**config.mk**
```make
export PLATFORM = sky130hd
export DESIGN_NAME = weight_update
export DESIGN_NICKNAME = d
export VERILOG_FILES = /design/src/rtl/weight_update_pkg.sv /design/src/rtl/weight_row_update.sv /design/src/rtl/weight_update.sv
export SDC_FILE = /design/constraint.sdc
export NUM_CORES = 1
export LEC_CHECK = 0
export CORE_UTILIZATION = 44
export CTS_CLUSTER_DIAMETER = 50
export DETAILED_ROUTE_END_ITERATION = 7
export PLACE_DENSITY = 0.69
export SETUP_SLACK_MARGIN = 0.05
export SYNTH_ARGS = -nofsm -noshare
export SYNTH_HDL_FRONTEND = slang
export SYNTH_HIERARCHICAL = 1
export SYNTH_SLANG_ARGS = --single-unit
```
**constraint.sdc**
```tcl
create_clock -name clk -period 6.2 [get_ports clk]
set_clock_uncertainty 0.1 [all_clocks]
set_input_delay 1.24 -clock clk [delete_from_list [all_inputs] [get_ports clk]]
set_output_delay 1.24 -clock clk [all_outputs]
set_load 0.01 [all_outputs]
```
**src/rtl/weight_update_pkg.sv**
```systemverilog
// Shared types and helpers for the SGD weight-update block.
// Column c of a packed row lives at the slice starting at col_lsb(c).
package weight_update_pkg;

    localparam int IDX_W = 33;

    typedef enum logic [1:0] {
        IDLE,
        ACCUM,
        APPLY,
        DONE
    } state_t;

    // Low bit of column c; column 0 sits in the most significant slot.
    function automatic int col_lsb(input int c, input int size, input int dw);
        return (size - 1 - c) * dw;
    endfunction

    // High bit of column c.
    function automatic int col_msb(input int c, input int size, input int dw);
        return (size - c) * dw - 1;
    endfunction

endpackage

```
**src/rtl/weight_row_update.sv**
```systemverilog
// Combinational SGD step on one packed row: w - (grad >>> LR_SHIFT).
// Wraps by default; WEIGHT_SATURATE_EN clamps to the signed range.
module weight_row_update #(
    parameter int DATA_SIZE = 4,
    parameter int SIZE      = 3,
    parameter int LR_SHIFT  = 1
) (
    input  logic [DATA_SIZE*SIZE-1:0] i_w,
    input  logic [DATA_SIZE*SIZE-1:0] i_grad,
    output logic [DATA_SIZE*SIZE-1:0] o_w
);
    import weight_update_pkg::*;

    for (genvar c = 0; c < SIZE; c++) begin : g_col
        localparam int LSB = col_lsb(c, SIZE, DATA_SIZE);

        logic signed [DATA_SIZE-1:0] w_old;
        logic signed [DATA_SIZE-1:0] w_grad;
        logic signed [DATA_SIZE-1:0] w_step;

        assign w_old  = i_w[LSB +: DATA_SIZE];
        assign w_grad = i_grad[LSB +: DATA_SIZE];
        assign w_step = w_grad >>> LR_SHIFT;

`ifdef WEIGHT_SATURATE_EN
        localparam logic [DATA_SIZE-1:0] MIN_V = {1'b1, {(DATA_SIZE-1){1'b0}}};
        localparam logic [DATA_SIZE-1:0] MAX_V = {1'b0, {(DATA_SIZE-1){1'b1}}};

        logic [DATA_SIZE:0] w_diff;
        logic               w_ovf;

        assign w_diff = {w_old[DATA_SIZE-1], w_old}
                      - {w_step[DATA_SIZE-1], w_step};
        assign w_ovf  = w_diff[DATA_SIZE] ^ w_diff[DATA_SIZE-1];
        assign o_w[LSB +: DATA_SIZE] = !w_ovf ? w_diff[DATA_SIZE-1:0]
                                     : (w_diff[DATA_SIZE] ? MIN_V : MAX_V);
`else
        assign o_w[LSB +: DATA_SIZE] = w_old - w_step;
`endif
    end

endmodule

```
**src/rtl/weight_update.sv**
```systemverilog
// Layer weight store with an SGD update fed by the per-row gradient stream.
// Optional macro WEIGHT_SATURATE_EN selects saturating subtraction.
module weight_update
    import weight_update_pkg::*;
#(
    parameter int DATA_SIZE      = 4,
    parameter int SIZE           = 3,
    parameter int MAX_LAYER_SIZE = 4,
    parameter int LR_SHIFT       = 1
) (
    input  logic                     clk,
    input  logic                     reset,
    input  logic                     start,
    input  logic [IDX_W-1:0]         start_layer,
    input  logic                     dc_dw_valid,
    input  logic [DATA_SIZE*SIZE-1:0] dc_dw_stream,
    output logic                     dc_dw_ready,
    input  logic                     load_en,
    input  logic [IDX_W-1:0]         load_layer,
    input  logic [IDX_W-1:0]         load_row,
    input  logic [DATA_SIZE*SIZE-1:0] load_data,
    input  logic [IDX_W-1:0]         rd_layer,
    input  logic [IDX_W-1:0]         rd_row,
    output logic [DATA_SIZE*SIZE-1:0] rd_data,
    output logic                     busy,
    output logic                     done,
    output logic                     err
);
    localparam int ROW_W = DATA_SIZE * SIZE;
    localparam int RW    = (SIZE > 1) ? $clog2(SIZE) : 1;
    localparam int LW    = (MAX_LAYER_SIZE > 1) ? $clog2(MAX_LAYER_SIZE) : 1;

    localparam logic [IDX_W-1:0] L_LIM  = IDX_W'(MAX_LAYER_SIZE);
    localparam logic [IDX_W-1:0] R_LIM  = IDX_W'(SIZE);
    localparam logic [RW-1:0]    R_LAST = RW'(SIZE - 1);

    state_t           r_state;
    state_t           w_next;
    logic [RW-1:0]    r_row;
    logic [LW-1:0]    r_layer;
    logic             r_err;
    logic [ROW_W-1:0] r_w    [MAX_LAYER_SIZE][SIZE];
    logic [ROW_W-1:0] r_grad [SIZE];

    logic             w_accept;
    logic             w_reject;
    logic             w_load;
    logic             w_cap;
    logic             w_apply;
    logic             w_last;
    logic             w_start_ok;
    logic             w_load_ok;
    logic             w_rd_ok;
    logic [ROW_W-1:0] w_new_row;

    assign w_last     = (r_row == R_LAST);
    assign w_start_ok = (start_layer < L_LIM);
    assign w_load_ok  = (load_layer < L_LIM) && (load_row < R_LIM);
    assign w_rd_ok    = (rd_layer < L_LIM) && (rd_row < R_LIM);
    assign err        = r_err;

    assign rd_data = w_rd_ok ? r_w[rd_layer[LW-1:0]][rd_row[RW-1:0]] : '0;

    weight_row_update #(
        .DATA_SIZE (DATA_SIZE),
        .SIZE      (SIZE),
        .LR_SHIFT  (LR_SHIFT)
    ) u_row (
        .i_w    (r_w[r_layer][r_row]),
        .i_grad (r_grad[r_row]),
        .o_w    (w_new_row)
    );

    // State register.
    always_ff @(posedge clk or negedge reset) begin
        if (!reset) r_state <= IDLE;
        else        r_state <= w_next;
    end

    // Next-state, handshake outputs and datapath strobes.
    always_comb begin
        w_next      = r_state;
        dc_dw_ready = 1'b0;
        busy        = 1'b1;
        done        = 1'b0;
        w_accept    = 1'b0;
        w_reject    = 1'b0;
        w_load      = 1'b0;
        w_cap       = 1'b0;
        w_apply     = 1'b0;
        unique case (r_state)
            IDLE: begin
                busy   = 1'b0;
                w_load = load_en && w_load_ok;
                if (start) begin
                    if (w_start_ok) begin
                        w_accept = 1'b1;
                        w_next   = ACCUM;
                    end else begin
                        w_reject = 1'b1;
                    end
                end
            end
            ACCUM: begin
                dc_dw_ready = 1'b1;
                w_cap       = dc_dw_valid;
                if (dc_dw_valid && w_last) w_next = APPLY;
            end
            APPLY: begin
                w_apply = 1'b1;
                if (w_last) w_next = DONE;
            end
            DONE: begin
                done   = 1'b1;
                w_next = IDLE;
            end
        endcase
    end

    // Row counter and latched target layer.
    always_ff @(posedge clk or negedge reset) begin
        if (!reset) begin
            r_row   <= '0;
            r_layer <= '0;
        end else if (w_accept) begin
            r_row   <= '0;
            r_layer <= start_layer[LW-1:0];
        end else if (w_cap || w_apply) begin
            r_row   <= w_last ? '0 : r_row + 1'b1;
        end
    end

    // Rejected-start pulse, visible for the cycle after the request.
    always_ff @(posedge clk or negedge reset) begin
        if (!reset) r_err <= 1'b0;
        else        r_err <= w_reject;
    end

    // Gradient row buffer filled from the stream.
    always_ff @(posedge clk or negedge reset) begin
        if (!reset) begin
            for (int r = 0; r < SIZE; r++) r_grad[r] <= '0;
        end else if (w_cap) begin
            r_grad[r_row] <= dc_dw_stream;
        end
    end

    // Weight store: loads in IDLE, one updated row per APPLY cycle.
    always_ff @(posedge clk or negedge reset) begin
        if (!reset) begin
            for (int l = 0; l < MAX_LAYER_SIZE; l++)
                for (int r = 0; r < SIZE; r++)
                    r_w[l][r] <= '0;
        end else if (w_load) begin
            r_w[load_layer[LW-1:0]][load_row[RW-1:0]] <= load_data;
        end else if (w_apply) begin
            r_w[r_layer][r_row] <= w_new_row;
        end
    end

endmodule

```
# [After elaboration in Yosys (flattened, before gate mapping)]
# Index checks and enable logic that the tools add are counted.
[word_totals] ff_bits=187 input_bits=194 word_cells=114 output_inout_bits=16
[classes] muxes=49 add_sub_neg=4 eq_ne=8 n_reduce_logical=13 n_bitwise=6 n_lt_le_gt_ge=15
[ops] cell="$bwmux 144" count=2
[ops] cell="$mux 144" count=2
[ops] cell="$mux 36" count=6
[ops] cell="$bmux 36 s2" count=2
[ops] cell="$demux 36 s2" count=2
[ops] cell="$mux 12" count=9
[ops] cell="$lt 33x3->1 const B" count=3
[ops] cell="$bmux 12 s2" count=3
[ops] cell="$lt 33x2->1 const B" count=2
[ops] cell="$demux 12 s2" count=2
[ops] cell="$bwmux 36" count=1
[ops] cell="$ge 3x3->1 const B" count=6
[ops] cell="$not 2->3" count=6
[ops] cell="$mux 2" count=7
[ops] cell="$lt 3x1->1 const B" count=4
[ops] cell="$mux 1" count=12
[ops] cell="$sub 4x3->4" count=3
[ops] cell="$logic_and 1x1->1" count=8
[ops] cell="$ne 2x2->1 const B" count=4
[ops] cell="$pmux 2 s4" count=1
[ops] cell="$eq 2x2->1 const B" count=3
[ops] cell="$reduce_and 4->1" count=1
[ops] cell="$reduce_bool 2->1" count=2
[ops] cell="$add 2x1->2 const B" count=1
[ops] cell="3 further kinds" count=3

# [Longest topological paths before layout]
# Gate-level depths: netlist of run 1.
[logic_depth] depth_word=11 ltp_mapped=17 ltp_nobuf=12

# [Modules after synthesis]
# The synthesis of run 1 kept the hierarchy.
[by_module_without_submodules] module="weight_update" seq_area_each_um2=4679.5 cells_each=1000 n_inst=1 area_each_um2=11467.2
[by_module_without_submodules] module="weight_row_update" seq_area_each_um2=0.0 cells_each=43 n_inst=1 area_each_um2=351.6

# [Worst setup path after synthesis of run 1]
# OpenSTA, ideal clock, no wires.
[synth_timing] path_kind="input to output" start="in rd_layer[0]" end="out rd_data[10]" required_time_ns=4.860 slack_ns=1.945 path_buffers=2 stages=6 arrival_time_ns=2.915 path_cell_list="clkbuf_1 > buf_2 > mux4_2 > mux2i_1 > o22ai_1 > and2_1"
[synth_between] elab_chain_len=8 word_cells_on_any_way=10 classes_between="order compare (1); mux (7); bitwise (1); reduce/logical (1)"
[synth_rtl] element="start: declaration" line_no="weight_update.sv:22" text="input logic [IDX_W-1:0] rd_layer,"
[synth_rtl] element="branches (longest 7 deep; another with $lt 33x3->1)"
[synth_rtl] element="$mux 12 (*)" line_no="weight_update.sv:62" text="assign rd_data = w_rd_ok ? r_w[rd_layer[LW-1:0]][rd_row[RW-1:0]] : '0;"
[synth_rtl] element="end: declaration" line_no="weight_update.sv:24" text="output logic [DATA_SIZE*SIZE-1:0] rd_data,"
# Every way passes the cells marked *. The select of a mux whose other input is x is not followed.

# [Worst setup path in the final report of run 1]
[layout_timing] start="in rd_row[1]" end="out rd_data[0]"
[layout_between] elab_chain_len=5 word_cells_on_any_way=7 classes_between="order compare (1); mux (4); bitwise (1); reduce/logical (1)"
[layout_rtl] element="start: declaration" line_no="weight_update.sv:23" text="input logic [IDX_W-1:0] rd_row,"
[layout_rtl] element="branches (longest 4 deep; another with $lt 33x2->1)"
[layout_rtl] element="$mux 12 (*)" line_no="weight_update.sv:62"
# Marked as above.

==> metrics.md, run 1 <==
| Metric | Value |
|---|---|
| Area Growth Syn to Fin | 26.2% |
| Hold Crit Depth | 1 |
| Post-Layout Cell Count | 1517 |
| Setup TNS | 0 ns |
| DRC violations left | 0 |
| Gates resized, CTS repair | 0 |
| Final nets | 1384 |
| GPL Wtd Cong | 0.853 |
| CTS clk-pin slew, worst paths | 0.08 ns |
| Htree depth | 4 |
| Total grt overflow | 0 |
| Hold path startpoint | r_w[30] |
| Final period utilization | 0.816 |
| Setup CP Type | in2out |
| Fmax | 198 MHz |
| Post-CTS setup buffers | 0 |
| Crit path launch type | input port |
| Core outline area | 25300 um^2 |
| Via density | 6.37 |
| Core Util, Final | 0.570 |
| Final hold vios | 0 |
| Clock insertion delay at the later pin of the skew report | 0.44 ns |
| Syn Std Cell Area | 11400 um^2 |
| Initial core utilization | 0.452 |
| Dpl hpwl | 25600 um |
| First-pass GRT wire length | 55600 um |
| Crit path required time | 4.86 ns |
| CTS max path bufs | 2 |
| Routed via count | 9665 |
| TritonCTS clock tree | done |
| Top Ports | 210 |
| WL/cell | 23.5 um |
| Leak pwr | 6.71 nW |
| Die ar. | 26600 um^2 |
| WL final | 35700 um |
| Hold_buf cts | 0 |
| Slew headroom | 0.207 |
| Diode count | 0 |
| Cell count after placement | 1485 |
| Actual slew at the worst max-slew pin | 1.18 ns |
| FP Rows | 58 |
| R2R cell count | 10 |
| Initial DRC Count | 855 |
| Cells after synthesis | 1016 |
| Setup violations, final | 0 |
| Reg-to-Reg Start | r_layer[0] |
| Layout cells sized above 1 | 0.167 |
| Root Driver | clkbuf_16 |
| Vias in the first global route | 9894 |
| Global Route Usage Sum | 0.275 |
| Pre-antenna DRT Iters | 6 |
| Status | complete, no violations |
| Fin crit period | 5.06 ns |
| Post-route ant nets | 0 |
| Input/output buffers | 206 |
| Pin count of the biggest net entering global routing | 179 |
| Crit. End Element | output port |
| Die width | 163 um |
| Max Cap Viol | 0 |
| RSZ-0062 raised after global routing | false |
| Hold WS | 0.401 ns |
| CTS Sinks | 178 |
| Mean Syn Cell Area | 11.3 um^2 |
| Initial antenna violation count | 0 |
| Hold crit path type | reg2reg |
| Syn Nets | 1226 |
| Critical Path AT | 3.72 ns |
| Crit path from | rd_row[1] |
| Critical path peak fanout | 14 |
| Max Slew Vio Count | 0 |
| VDD IR max | 0.169 mV |
| Synth warn | 6 |
| Total CTS buffers | 17 |
| Die height | 163 um |
| Pwr Density | 204 nW/um^2 |
## placed cells by master (no fill, tap or decap), drive strengths merged, types with 2 or more instances in the layout
master         instances
a21o                 101
a21oi                 17
a221o                 36
a22o                  99
a31oi                  2
and2                  50
and3                   2
and4                   7
buf                   40
bufinv                 4
clkbuf                18
clkdlybuf4s50        203
clkinv                 4
clkinvlp               2
dfrtp                178
fa                     3
ha                    13
inv                   39
mux2                  39
mux2i                 40
mux4                  72
nand2                 34
nand2b                 3
nand3                 22
nand4                 15
nor2                  23
nor2b                  9
nor3                   6
nor4                  53
o21ai                 21
o22ai                 15
or2                    2
xnor2                  5
xor2                   4
## metal layers
layer,track usage,share of wire,vias up
li1,-,-,4258
met1,0.363,0.41,4888
met2,0.455,0.49,462
met3,0.0526,0.081,57
met4,0.0879,0.020,0
met5,0,0,-
## worst max-delay path, stage by stage
cell,delay [ns]
clkdlybuf4s50_1,0.39
buf_4,0.21
a211oi_1,0.43
nand4_1,0.16
nor4_2,0.29
buf_4,0.25
and2_1,0.17
clkdlybuf4s50_1,0.56
## power by group
group | total (mW) | switching, mW | leakage, nW | internal, mW
clock | 1.19 | 0.494 | 0.308 | 0.693
combinational | 0.583 | 0.356 | 3.97 | 0.227
sequential | 1.18 | 0.00614 | 2.44 | 1.17
## layout make-up
| type | instances | area [um^2] |
|---|---|---|
| clock buffer | 18 | 439 |
| clock inverter | 14 | 201 |
| fill | 2174 | 10900 |
| inverter | 35 | 131 |
| multi-input combinational | 699 | 6430 |
| sequential | 178 | 4460 |
| tap | 330 | 413 |
| timing repair buffer | 243 | 2370 |
## stage by stage
| step | total power, mW | area [um^2] | setup WS [ns] |
|---|---|---|---|
| after floorplan | 1.50 | 11400 | 1.95 |
| after global placement | 1.77 | 13800 | 1.09 |
| after detailed placement | 1.77 | 13800 | 1.07 |
| after CTS | 2.95 | 14400 | 1.06 |
| after global routing | 3.05 | 14400 | 0.951 |
| final | 2.95 | 14400 | 1.14 |
## flip-flops by register name, summed over array words and instances, names as in the netlist
| name | cells |
|---|---|
| r_layer | 2 |
| r_grad | 27 |
| err | 1 |
| r_w | 144 |
| r_row | 2 |
| r_state | 2 |
## worst paths after layout
| path | end | slack, ns |
|---|---|---|
| worst max-delay path | rd_data[0] | 1.14 |
| worst min-delay path | r_w[30] | 0.40 |
| worst max register to register | r_w[63] | 2.00 |
| worst min register to register | r_w[30] | 0.40 |
| max in group asynchronous | r_w[94] | 4.39 |
| min in group asynchronous | r_w[7] | 0.85 |
(Power assumes the default switching activity.)
==> run 2: changes to the inputs <==
==> constraint.sdc (replaced) <==
create_clock -name clk -period 5 [get_ports clk]
set_clock_uncertainty 0.1 [all_clocks]
set_input_delay 1 -clock clk [delete_from_list [all_inputs] [get_ports clk]]
set_output_delay 1 -clock clk [all_outputs]
set_load 0.01 [all_outputs]
==> run 2 against run 1 <==
Net effect:
- hold slack worse by 0.0045 ns
- wire length decreased by 2.1%
- first-iteration DRC count down 8.0%
- highest routed layer unchanged
- largest power group is now registers
- largest cell class unchanged
==> metrics.md, run 2 (synthesis gave the netlist of run 1 again) <==
| Metric | Value |
|---|---|
| Hold_buf cts | 0 (unchanged) |
| Setup TNS | 0 ns (unchanged) |
| Clock insertion delay at the later pin of the skew report | 0.43 ns (about the same) |
| Critical path's largest stage delay | 0.55 ns (about the same) |
| Final hold vios | 0 (unchanged) |
| Routed via count | 9615 (-0.52%) |
| Gates resized, CTS repair | 0 (unchanged) |
| Number of flip-flops in the largest register | 144 (unchanged) |
| Post-Layout Cell Count | 1527 (+0.66%) |
| Total CTS buffers | 17 (unchanged) |
| Commonest non-fill, non-tap cell in the layout | clkdlybuf4s50_1 |
| VDD IR max | 0.195 mV (+15%) |
| Fill count | 2131 (-2.0%) |
| Final nets | 1394 (+0.72%) |
| Htree depth | 4 (unchanged) |
| Hold WS | 0.396 ns (-0.00454 ns) |
| Die ar. | 26600 um^2 (unchanged) |
| Cells along the critical path | clkdlybuf4s50_1, a211oi_1, nand4_1, nor4_2, buf_4, and2_1, clkdlybuf4s50_1 |
| CP max stage cell | clkdlybuf4s50_1 |
| Pre-antenna DRT Iters | 5 (-1) |
| Die height | 163 um (unchanged) |
| WL/cell | 22.9 um (-2.8%) |
| TritonCTS clock tree | done |
| Layout cells sized above 1 | 0.171 (+0.00376) |
| Critical Path AT | 3.24 ns (-0.48 ns) |
| Initial DRC Count | 787 (-8.0%) |
| Via density | 6.30 (-1.2%) |
| Initial core utilization | 0.452 (unchanged) |
| Largest regs | r_w x144, r_grad x27 |
| Pwr Density | 243 nW/um^2 (+19%) |
| GPL Wtd Cong | 0.860 (+0.82%) |
| Post-CTS setup buffers | 0 (unchanged) |
| Input/output buffers | 206 (unchanged) |
| Setup CP Type | in2out |
| Area Growth Syn to Fin | 26.0% |
| Dpl hpwl | 25600 um (-0.19%) |
| Setup ws final | 0.656 ns (-0.483 ns) |
| Status | complete, no violations |
| Reg area | 4460 um^2 (unchanged) |
| Final period utilization | 0.869 |
| Crit path buffers/inverters | 3 (-1) |
| Core outline area | 25300 um^2 (unchanged) |
| FP Rows | 58 (unchanged) |
| Vias in the first global route | 9586 (-3.1%) |
| Pin count of the biggest net entering global routing | 99 (-45%) |
| RSZ-0062 raised after global routing | false |
| Top Ports | 210 (unchanged) |
| CP most frequent cell | clkdlybuf4s50_1 |
| Leak pwr | 6.72 nW (+0.13%) |
| WL final | 34900 um (-2.1%) |
| Crit path required time | 3.90 ns (-0.96 ns) |
| Critical path peak fanout | 12 (-2) |
| Delay-heaviest family, CP | buffers and inverters |
| Die width | 163 um (unchanged) |
| Post-route ant nets | 0 (unchanged) |
| Hold crit path type | reg2reg |
| Cell count after placement | 1495 (+0.67%) |
| Total power | 3.51 mW (+19%) |
| Root Driver | clkbuf_16 |
| Max Cap Viol | 0 (unchanged) |
| CTS clk-pin slew, worst paths | 0.06 ns (-0.02 ns) |
| CTS Sinks | 178 (unchanged) |
| Place WS | 0.569 ns (-0.504 ns) |
| Crit. End Element | output port |
| Crit path launch type | input port |
| Fin crit period | 4.34 ns |
| Slew headroom | 0.211 (+0.00459) |
| CTS max path bufs | 2 (unchanged) |
| Total grt overflow | 0 (unchanged) |
| DRC violations left | 0 (unchanged) |
| R2r setup slk | 1.09 ns (-0.91 ns) |
| Register with the most flip-flops | r_w |
| Initial antenna violation count | 1 (+1) |
| Setup violations, final | 0 (unchanged) |
| Actual slew at the worst max-slew pin | 1.18 ns (-0.00275 ns) |
| Global Route Usage Sum | 0.271 (-0.00437) |
| Fmax | 230 MHz |
| First-pass GRT wire length | 54700 um (-1.6%) |
| Area of the multi-input gates | 6430 um^2 (unchanged) |
| Most frequent cells in the layout | clkdlybuf4s50_1 (203), dfrtp_1 (176), a21o_1 (101), a22o_1 (99), mux4_2 (72) |
| Max Slew Vio Count | 0 (unchanged) |
-- run 2: report_power, final --
part / switching [mW] / internal [mW]
clock network: 0.569 / 0.708
registers: 0.0281 / 1.46
logic: 0.424 / 0.319
-- run 2: final timing paths --
kind	endpoint	startpoint	cells after the start
max	rd_data[11]	rd_row[1]	7
min	r_w[140]	r_w[140]	1
max reg2reg	r_w[35]	r_layer[0]	13
min reg2reg	r_w[140]	r_w[140]	1
max in group asynchronous	r_w[86]	reset	2
min in group asynchronous	r_grad[7]	reset	1
-- run 2: worst reg2reg max path, delay by kind of cell, from the launching register on --
kind	cells	cell delay, ns
muxes	4	1.17
DFF	1	0.77
buffers and inverters	3	0.55
AOI/OAI and AO/OA	2	0.44
and+or+nand+nor	2	0.38
xor gates and xnor gates	1	0.30
adders and majority gates	1	0.14
-- run 2: stage by stage --
step	instance area, um^2	utilization
finish	14400	0.569
global route	14400	0.569
CTS	14400	0.569
detailed placement	13900	0.547
global placement	13900	0.547
floorplan	11400	-
-- run 2: area by class of cell --
type                    count  share of cell area
clock buffers              22              0.0322
multi-input cells         699               0.446
diodes                      1            0.000174
repair buffers            253               0.169
well taps                 330              0.0287
clock inverters             9             0.00582
inverters                  35             0.00912
flip-flops and latches    178               0.309
-- run 2: metal layers --
metal / GRT usage / wire length [um]
met2: 0.449 / 17100
met1: 0.361 / 14600
met5: 0 / 0
met3: 0.0472 / 2740
met4: 0.0816 / 487
==> run 3: changes to the inputs <==
--- a/config.mk
+++ b/config.mk
@@ -9,6 +9,7 @@
 export CTS_CLUSTER_DIAMETER = 50
 export DETAILED_ROUTE_END_ITERATION = 7
 export PLACE_DENSITY = 0.69
+export RECOVER_POWER = 100
 export SETUP_SLACK_MARGIN = 0.05
 export SYNTH_ARGS = -nofsm -noshare
 export SYNTH_HDL_FRONTEND = slang
==> run 3 against run 2 <==
Net effect:
- the flow now finishes with violations (max-capacitance violations, max-slew violations)
- combinational power down 3.5%
- core utilization decreased by 0.21 points
- first-iteration DRC count is 6.6% higher
- cell count unchanged
- largest power group unchanged
==> metrics.md, run 3 (synthesis gave the netlist of run 1 again) <==
| Metric | Value |
|---|---|
| Fmax | 225 MHz (-2.2%) |
| Number of flip-flops in the largest register | 144 (unchanged) |
| Max Slew Vio Count | 130 (+130) |
| Setup CP Type | reg2reg |
| Die width | 163 um (unchanged) |
| Htree depth | 4 (unchanged) |
| Vias in the first global route | 9586 (unchanged) |
| Core Util, Final | 0.567 (-0.00207) |
| GPL Wtd Cong | 0.860 (unchanged) |
| Most frequent cells in the layout | clkdlybuf4s50_1 (187), dfrtp_1 (177), a21o_1 (101), a22o_1 (99), mux4_2 (72) |
| RSZ-0062 raised after global routing | false |
| Top Ports | 210 (unchanged) |
| Delay-heaviest family, CP | multiplexers |
| Final period utilization | 0.888 (+0.0197) |
| Via density | 6.29 (about the same) |
| Hold crit path type | reg2reg |
| Busiest layer in global routing | met2 |
| Setup TNS | 0 ns (unchanged) |
| Crit. End Element | flip-flop |
| Layout cells sized above 1 | 0.160 (-0.0109) |
| Fill count | 2145 (+0.66%) |
| Cells along the critical path | buf_4, clkbuf_1, mux4_2, mux2i_1, o21ai_0, xnor2_1, xnor2_1, and3_1, nand2_1, mux2i_1, mux2_2 |
| WL/cell | 22.9 um (about the same) |
| Critical path peak fanout | 17 (+5) |
| Critical path's largest stage delay | 1.14 ns (+0.59 ns) |
| Final nets | 1394 (unchanged) |
| VDD IR max | 0.194 mV (-0.21%) |
| Die ar. | 26600 um^2 (unchanged) |
| GR Util met3 | 0.0472 (unchanged) |
| Hold_buf cts | 0 (unchanged) |
| Root Driver | clkbuf_16 |
| Post-CTS setup buffers | 0 (unchanged) |
| TritonCTS clock tree | done |
| Net Sw Frac | 0.293 (+0.00186) |
| Pre-antenna DRT Iters | 6 (+1) |
| Total power | 3.48 mW (-0.73%) |
| Met1 GRT Util | 0.361 (unchanged) |
| Slew headroom | -0.706 (-0.917) |
| Met2 Use GR | 0.449 (unchanged) |
| Leak pwr | 6.72 nW (about the same) |
| Pin count of the biggest net entering global routing | 99 (unchanged) |
| Setup violations, final | 0 (unchanged) |
| Max Cap Viol | 2 (+2) |
| Pwr Density | 242 nW/um^2 (-0.37%) |
| Pint | 2.46 mW (-0.99%) |
| Violations in the final reports | max-capacitance violations, max-slew violations |
| Input/output buffers | 206 (unchanged) |
| Total grt overflow | 0 (unchanged) |
| WL final | 34900 um (about the same) |
| FP Rows | 58 (unchanged) |
| Logic pwr share | 0.206 (-0.006) |
| Reg power frac | 0.427 (+0.003) |
| CTS clk-pin slew, worst paths | 0.07 ns (about the same) |
| Core outline area | 25300 um^2 (unchanged) |
| Status | complete, but fails checks |
| Crit path buffers/inverters | 2 (-1) |
| Initial core utilization | 0.452 (unchanged) |
| Hold WS | 0.395 ns (-0.00115 ns) |
| Dpl hpwl | 25600 um (unchanged) |
| Clock power frac | 0.367 (+0.003) |
| CTS max path bufs | 2 (unchanged) |
| First-pass GRT wire length | 54700 um (unchanged) |
| Gates resized, CTS repair | 0 (unchanged) |
| Post-route ant nets | 0 (unchanged) |
| Largest regs | r_w x144, r_grad x27 |
| DRC violations left | 0 (unchanged) |
| Crit path launch type | flip-flop |
| CP max stage cell | dfrtp_1 |
| Actual slew at the worst max-slew pin | 2.56 ns (+1.38 ns) |
| Commonest non-fill, non-tap cell in the layout | clkdlybuf4s50_1 |
| Final hold vios | 0 (unchanged) |
| Register with the most flip-flops | r_w |
| Total CTS buffers | 17 (unchanged) |
| Area Growth Syn to Fin | 25.5% |
| Routed via count | 9608 (-0.073%) |
| Crit path required time | 5.27 ns (+1.37 ns) |
| Fin crit period | 4.44 ns (+0.0984 ns) |
| CTS Sinks | 178 (unchanged) |
| Global Route Usage Sum | 0.271 (unchanged) |
| Initial antenna violation count | 1 (unchanged) |
| Net Sw Power | 1.02 mW (about the same) |
| Critical Path AT | 4.71 ns (+1.47 ns) |
| Clock insertion delay at the later pin of the skew report | 0.43 ns (about the same) |
| Die height | 163 um (unchanged) |
| Initial DRC Count | 839 (+6.6%) |
[run 3: cell count changes in the layout (fill, tap and decap cells not counted), sizes merged]
cell           before  now
clkbuf             22   34
buf                50   38
clkdlybuf4s50     203  187
dlygate4sd3         0   16
[run 3: path summary, 6_finish.rpt]
kind                            start  cells past startpoint  slack, ns         end
hold reg to reg               r_w[38]                      1       0.40     r_w[38]
setup reg to reg           r_layer[0]                     11       0.56     r_w[11]
setup / recovery           r_layer[0]                     11       0.56     r_w[11]
hold / removal                r_w[38]                      1       0.40     r_w[38]
max in group asynchronous       reset                      2       1.07  r_layer[1]
min in group asynchronous       reset                      1       1.26   r_grad[7]
[run 3: power by group through the flow]
stage          registers [mW]  logic (mW)  clock network [mW]
3_5_place_dp             1.51       0.727                   0
3_3_place_gp             1.51       0.722                   0
4_1_cts                  1.49       0.731                1.30
6_report                 1.49       0.717                1.28
2_1_floorplan            1.49       0.363                   0
5_1_grt                  1.49       0.770                1.35
[run 3: area by class of cell]
cell class	count	area (um^2)	area share
clock buffer	22	464	0.0323
timing repair buffer	253	2380	0.166
multi-input combinational	699	6420	0.447
antenna	1	2.50	0.000174
clock inverter	9	83.8	0.00584
sequential	178	4460	0.310
tap	330	413	0.0288
inverter	35	131	0.00915
[run 3: stage by stage]
step	area (um^2)	cells	setup WS, ns
floorplan	11400	1016	1.23
global placement	13900	1495	0.588
detailed placement	13900	1495	0.569
CTS	14400	1526	0.548
global route	14400	1527	0.305
finish	14400	1527	0.558
[run 3: per-layer routing]
metal | up-vias | wire [um]
met5 | - | 0
met4 | 0 | 524
met3 | 42 | 2690
met2 | 393 | 17000
met1 | 4901 | 14700
li1 | 4272 | -
[run 3: worst register-to-register path: cells and delay by family (launching register included)]
family | cells | cell delay [ns]
XOR/XNOR | 2 | 0.58
buffers and inverters | 2 | 0.82
flip-flops | 1 | 1.14
AO/OA/AOI/OAI | 1 | 0.17
AND/OR/NAND/NOR | 2 | 0.37
multiplexers | 4 | 1.21
